$ cat config.mk
export PLATFORM = sky130hd
export DESIGN_NAME = alu_arbiter
export DESIGN_NICKNAME = d
export VERILOG_FILES = /design/src/rtl/alu_arbiter.sv
export SDC_FILE = /design/constraint.sdc
export NUM_CORES = 1
export LEC_CHECK = 0
export BUFFER_PORTS_ARGS = -buffer_cell sky130_fd_sc_hd__buf_2
export CORE_AREA = 10 10 103 105
export CTS_CLUSTER_SIZE = 28
export DETAILED_ROUTE_END_ITERATION = 6
export DIE_AREA = 0 0 113 115
export PLACE_DENSITY = 0.67
export SLEW_MARGIN = 20
export SYNTH_ARGS = -nofsm -noshare
export SYNTH_HDL_FRONTEND = slang
export SYNTH_SLANG_ARGS = --single-unit
$ cat constraint.sdc
create_clock -name Clk -period 2.4 [get_ports Clk]
set_input_delay 0.24 -clock Clk [delete_from_list [all_inputs] [get_ports Clk]]
set_output_delay 0.24 -clock Clk [all_outputs]
set_load 0.01 [all_outputs]
$ cat src/rtl/alu_arbiter.sv
// alu_arbiter
// Two-requester front end for one shared combinational ALU. A single
// response register holds the ALU result of the accepted operation
// until the consumer takes it. When the consumer takes the held
// response, a new operation can be accepted on the same edge, so one
// operation per cycle is sustained.
//
// Optional feature macro: ALU_ARB_ROUND_ROBIN_EN
//   defined   : on contention the port that did not win last time is granted
//   undefined : port 0 always wins contention; no grant history is kept
module alu_arbiter #(
    parameter int DATA_W = 32,
    parameter int CTRL_W = 6
) (
    input  logic              Clk,
    input  logic              Reset,

    input  logic              Req0Valid,
    output logic              Req0Ready,
    input  logic [CTRL_W-1:0] Req0Ctrl,
    input  logic [DATA_W-1:0] Req0A,
    input  logic [DATA_W-1:0] Req0B,

    input  logic              Req1Valid,
    output logic              Req1Ready,
    input  logic [CTRL_W-1:0] Req1Ctrl,
    input  logic [DATA_W-1:0] Req1A,
    input  logic [DATA_W-1:0] Req1B,

    output logic [CTRL_W-1:0] AluControl,
    output logic [DATA_W-1:0] AluA,
    output logic [DATA_W-1:0] AluB,
    input  logic [DATA_W-1:0] AluResult,
    input  logic              AluZero,

    output logic              RespValid,
    input  logic              RespReady,
    output logic              RespId,
    output logic [DATA_W-1:0] RespResult,
    output logic              RespZero
);

    // state | meaning
    // EMPTY | no response held; RespReady has no effect
    // FULL  | response held; it stays frozen until RespReady=1
    localparam logic STATE_EMPTY = 1'b0;
    localparam logic STATE_FULL  = 1'b1;

    logic              state_q, state_d;
    logic              resp_id_q, resp_id_d;
    logic [DATA_W-1:0] resp_result_q, resp_result_d;
    logic              resp_zero_q, resp_zero_d;

    logic              slot_free;
    logic              grant_valid;
    logic              grant_id;
    logic              accept;

`ifdef ALU_ARB_ROUND_ROBIN_EN
    logic              last_grant_q, last_grant_d;
`endif

    // Pick the port that would be served this cycle, from the valids alone.
    always_comb begin
        grant_valid = Req0Valid | Req1Valid;
        grant_id    = 1'b0;
        if (Req0Valid && Req1Valid) begin
`ifdef ALU_ARB_ROUND_ROBIN_EN
            grant_id = ~last_grant_q;
`else
            grant_id = 1'b0;
`endif
        end else if (Req1Valid) begin
            grant_id = 1'b1;
        end
    end

    // Handshake: the slot frees up when empty or when the held response leaves
    // this cycle; reset blocks every accept.
    always_comb begin
        slot_free = (state_q == STATE_EMPTY) || RespReady;
        Req0Ready = !Reset && slot_free && grant_valid && (grant_id == 1'b0);
        Req1Ready = !Reset && slot_free && grant_valid && (grant_id == 1'b1);
        accept    = Req0Ready || Req1Ready;
    end

    // Steer the granted operation to the shared ALU; drive zeros when idle so
    // the ALU inputs do not toggle with stale requester data.
    always_comb begin
        AluControl = '0;
        AluA       = '0;
        AluB       = '0;
        if (grant_valid) begin
            if (grant_id) begin
                AluControl = Req1Ctrl;
                AluA       = Req1A;
                AluB       = Req1B;
            end else begin
                AluControl = Req0Ctrl;
                AluA       = Req0A;
                AluB       = Req0B;
            end
        end
    end

    // Next state of the response slot; an accept always wins over a drain so
    // back-to-back operations keep the slot FULL.
    always_comb begin
        state_d       = state_q;
        resp_id_d     = resp_id_q;
        resp_result_d = resp_result_q;
        resp_zero_d   = resp_zero_q;
        if (accept) begin
            state_d       = STATE_FULL;
            resp_id_d     = grant_id;
            resp_result_d = AluResult;
            resp_zero_d   = AluZero;
        end else if ((state_q == STATE_FULL) && RespReady) begin
            state_d = STATE_EMPTY;
        end
    end

`ifdef ALU_ARB_ROUND_ROBIN_EN
    // Grant history moves only when an operation is actually taken.
    always_comb begin
        last_grant_d = last_grant_q;
        if (accept) begin
            last_grant_d = grant_id;
        end
    end

    // Grant history register; reset value makes port 0 win the first contention.
    always_ff @(posedge Clk) begin
        if (Reset) begin
            last_grant_q <= 1'b1;
        end else begin
            last_grant_q <= last_grant_d;
        end
    end
`endif

    // Response slot registers; reset discards any held response.
    always_ff @(posedge Clk) begin
        if (Reset) begin
            state_q       <= STATE_EMPTY;
            resp_id_q     <= 1'b0;
            resp_result_q <= '0;
            resp_zero_q   <= 1'b0;
        end else begin
            state_q       <= state_d;
            resp_id_q     <= resp_id_d;
            resp_result_q <= resp_result_d;
            resp_zero_q   <= resp_zero_d;
        end
    end

    // Registered response outputs.
    always_comb begin
        RespValid  = (state_q == STATE_FULL);
        RespId     = resp_id_q;
        RespResult = resp_result_q;
        RespZero   = resp_zero_q;
    end

endmodule
==> results by group <==
Run status
  – Status: finished, final reports clean

STA
  – RSZ-0062 raised after global routing: no
  – FMAX: 0.636 GHz
  – Post-route setup TNS: 0 ns
  – Fin. Hold Viols: 0
  – Slew headroom: 61.4%
  – Fin crit period: 1.57 ns
  – Final setup fails: 0
  – Layout Skew: between 0.004 and 0.005 ns
  – Slew at the pin with the worst max-slew slack: between 0.5 and 0.6 ns
  – Slew Limit Fails: 0
  – Tcrit/Tclk final: 65.5%

Placement
  – Port Buffers: 284
  – Dpl hpwl: about 12000 um
  – GP Congestion: roughly 0.9
  – Inst Count DP: about 610
  – Area after DPL: 3590 um2

GRT
  – Vias in the first global route: 3194
  – Initial antenna violation count: 4
  – All-Layer GR Usage: between 10% and 20%
  – Largest net degree at the start of global routing: 72
  – Grt total ovfl: 0
  – Global-route wire length before repair: 19900 um

Worst setup path
  – Worst EP required: around 2.2 ns
  – Crit Path Category: reg2out
  – CP Launch Type: flip-flop
  – Crit path capture type: output port
  – R2r setup slk: 1.20 ns
  – Critical Path AT: 1.33 ns
  – Crit path max fanout: 35

Floorplan
  – Number of I/O pins: 285
  – Core area: 8550 um2
  – Initial Util: 25.6%
  – Die height: approximately 120 um
  – Die footprint: 13000 um2
  – Die X: 113 um
  – Row count: 34

Power
  – Register share of total power: ~37%
  – Sw Ratio: a little under a third
  – Psw: 0.000532 W
  – Clock share of power: 27.0%
  – Gate power share: 35.9%
  – Leak pwr: 1.99 nW
  – Cell Pwr Density: between 400 and 500 nW/um2
  – Int Power: 0.00119 W
  – Worst VDD drop: between 300 and 400 uV

Cells and area
  – Area of the multi-input gates: about 1300 um2
  – Layout cells sized above 1: 58.7%
  – # fillers: 900
  – Area grow syn2layout: 68.9%
  – Commonest non-fill, non-tap cell in the layout: buf_2
  – Post-Layout Cell Count: 623
  – Post-layout nets: 688
  – Register Area: 701 um2
  – Post-route cell area: roughly 3700 um2
  – Layout Utilization: 43.3%
  – Most frequent cells in the layout: 284 x buf_2, 70 x a22o_1, 35 x dfxtp_1, 35 x a21oi_1, 33 x nand3b_1

Yosys
  – Sequential element share of the synthesized area: 32.0%
  – #FFs+latches synth: 35
  – Syn_nets: 425
  – Syn Area/Cell: 8.87 um2
  – Synthesis Warnings: 0
  – Cells after Synth: 247
  – Mapped Area: approximately 2200 um2
  – Synth cell types: 16

Clocking
  – Worst-skew pair later-pin latency: 0.28 ns
  – CTS tree: yes
  – Htree depth: 2
  – Root buf cell: clkbuf_8
  – CTS hold repair buffers: 0
  – Number of post-CTS setup repair buffers: 0
  – Num Clock Sinks: 35
  – CTS resizes: 0
  – CTS clk-pin slew, worst paths: 0.07 ns
  – Clock tree buffer depth: 2
  – CTS buffer count: 5

Routing
  – DRC Markers: 0
  – Via count: 3167
  – Via/cell ratio: 5.08
  – Post-DRT Antenna Nets: 0
  – Final wirelength: 13800 um
  – DRT iter0 DRCs: around 240
  – Wire per inst: 22.2 um
  – TritonRoute pass-1 iters: 5

Job
  – MaxCap Viol Count: 0

Hold path
  – Worst min path class: in2reg
registers in the layout (all words and copies together), names as in the netlist:
name and count:
RespValid 1, RespResult 32, RespId 1, RespZero 1
final timing paths:
kind	from	depth (start not counted)	endpoint
worst max-delay path	RespValid	3	Req1Ready
worst max register to register	RespValid	3	RespResult[8]
worst min register to register	RespResult[5]	2	RespResult[5]
worst min-delay path	AluZero	3	RespZero
worst max-delay path: stages, from the launching register on:
cell and delay (ns):
dfxtp_1 0.36, and2b_4 0.44, nor3b_1 0.09, buf_2 0.16
cell usage after synthesis, drive strengths merged:
cell type,number,area share [%]
nand3b,33,11
clkbuf,9,1.5
nor3b,2,0.68
nor2b,1,0.40
a22o,70,28
a21oi,35,8.0
nor2,1,0.29
and2b,1,0.46
a211oi,1,0.34
dfxtp,35,32
o21ai,33,7.5
buf,25,9.2
nand2b,1,0.29
power groups by stage:
| stage | clock network [W] | registers, W | logic [W] |
|---|---|---|---|
| 6_report | 0.000464 | 0.000638 | 0.000617 |
| 5_1_grt | 0.000494 | 0.000642 | 0.000677 |
| 4_1_cts | 0.000481 | 0.000638 | 0.000623 |
| 3_5_place_dp | 0 | 0.000651 | 0.000622 |
| 3_3_place_gp | 0 | 0.000650 | 0.000612 |
| 2_1_floorplan | 0 | 0.000671 | 0.000287 |
metrics by stage:
step | setup slack [ns] | hold slack (ns) | power [W]
after global routing | 0.701 | 0.222 | 0.00181
after CTS | 0.815 | 0.208 | 0.00174
after global placement | 0.971 | 0.459 | 0.00126
after detailed placement | 0.936 | 0.463 | 0.00127
final | 0.828 | 0.217 | 0.00172
after floorplan | 1.16 | 0.400 | 0.000958
cells by family (layout without fill, tap and decap cells):
| group | Yosys count | count (layout) | share of synthesized area, % |
|---|---|---|---|
| AOI/OAI and AO/OA | 139 | 139 | 43.8 |
| DFF | 35 | 35 | 32.0 |
| and+or+nand+nor | 39 | 39 | 13.4 |
| buffers and inverters | 34 | 298 | 10.8 |
| other | 0 | 4 | 0 |
layout make-up:
class                   count  share of cell area, %
repair buffers            290                   40.3
flip-flops and latches     35                   18.9
multi-input cells         178                   34.2
well taps                 108                   3.65
diodes                      4                  0.270
clock buffers               8                   2.70
metal layers:
metal	wire length, um	track usage, %	vias to the layer above	share of wire (%)
met5	13	0	-	0.094
met4	158	4.15	2	1.1
met2	6620	31.5	182	48
li1	-	-	1484	-
met3	1760	9.53	14	13
met1	5280	22.5	1485	38
(Power assumes the default switching activity.)
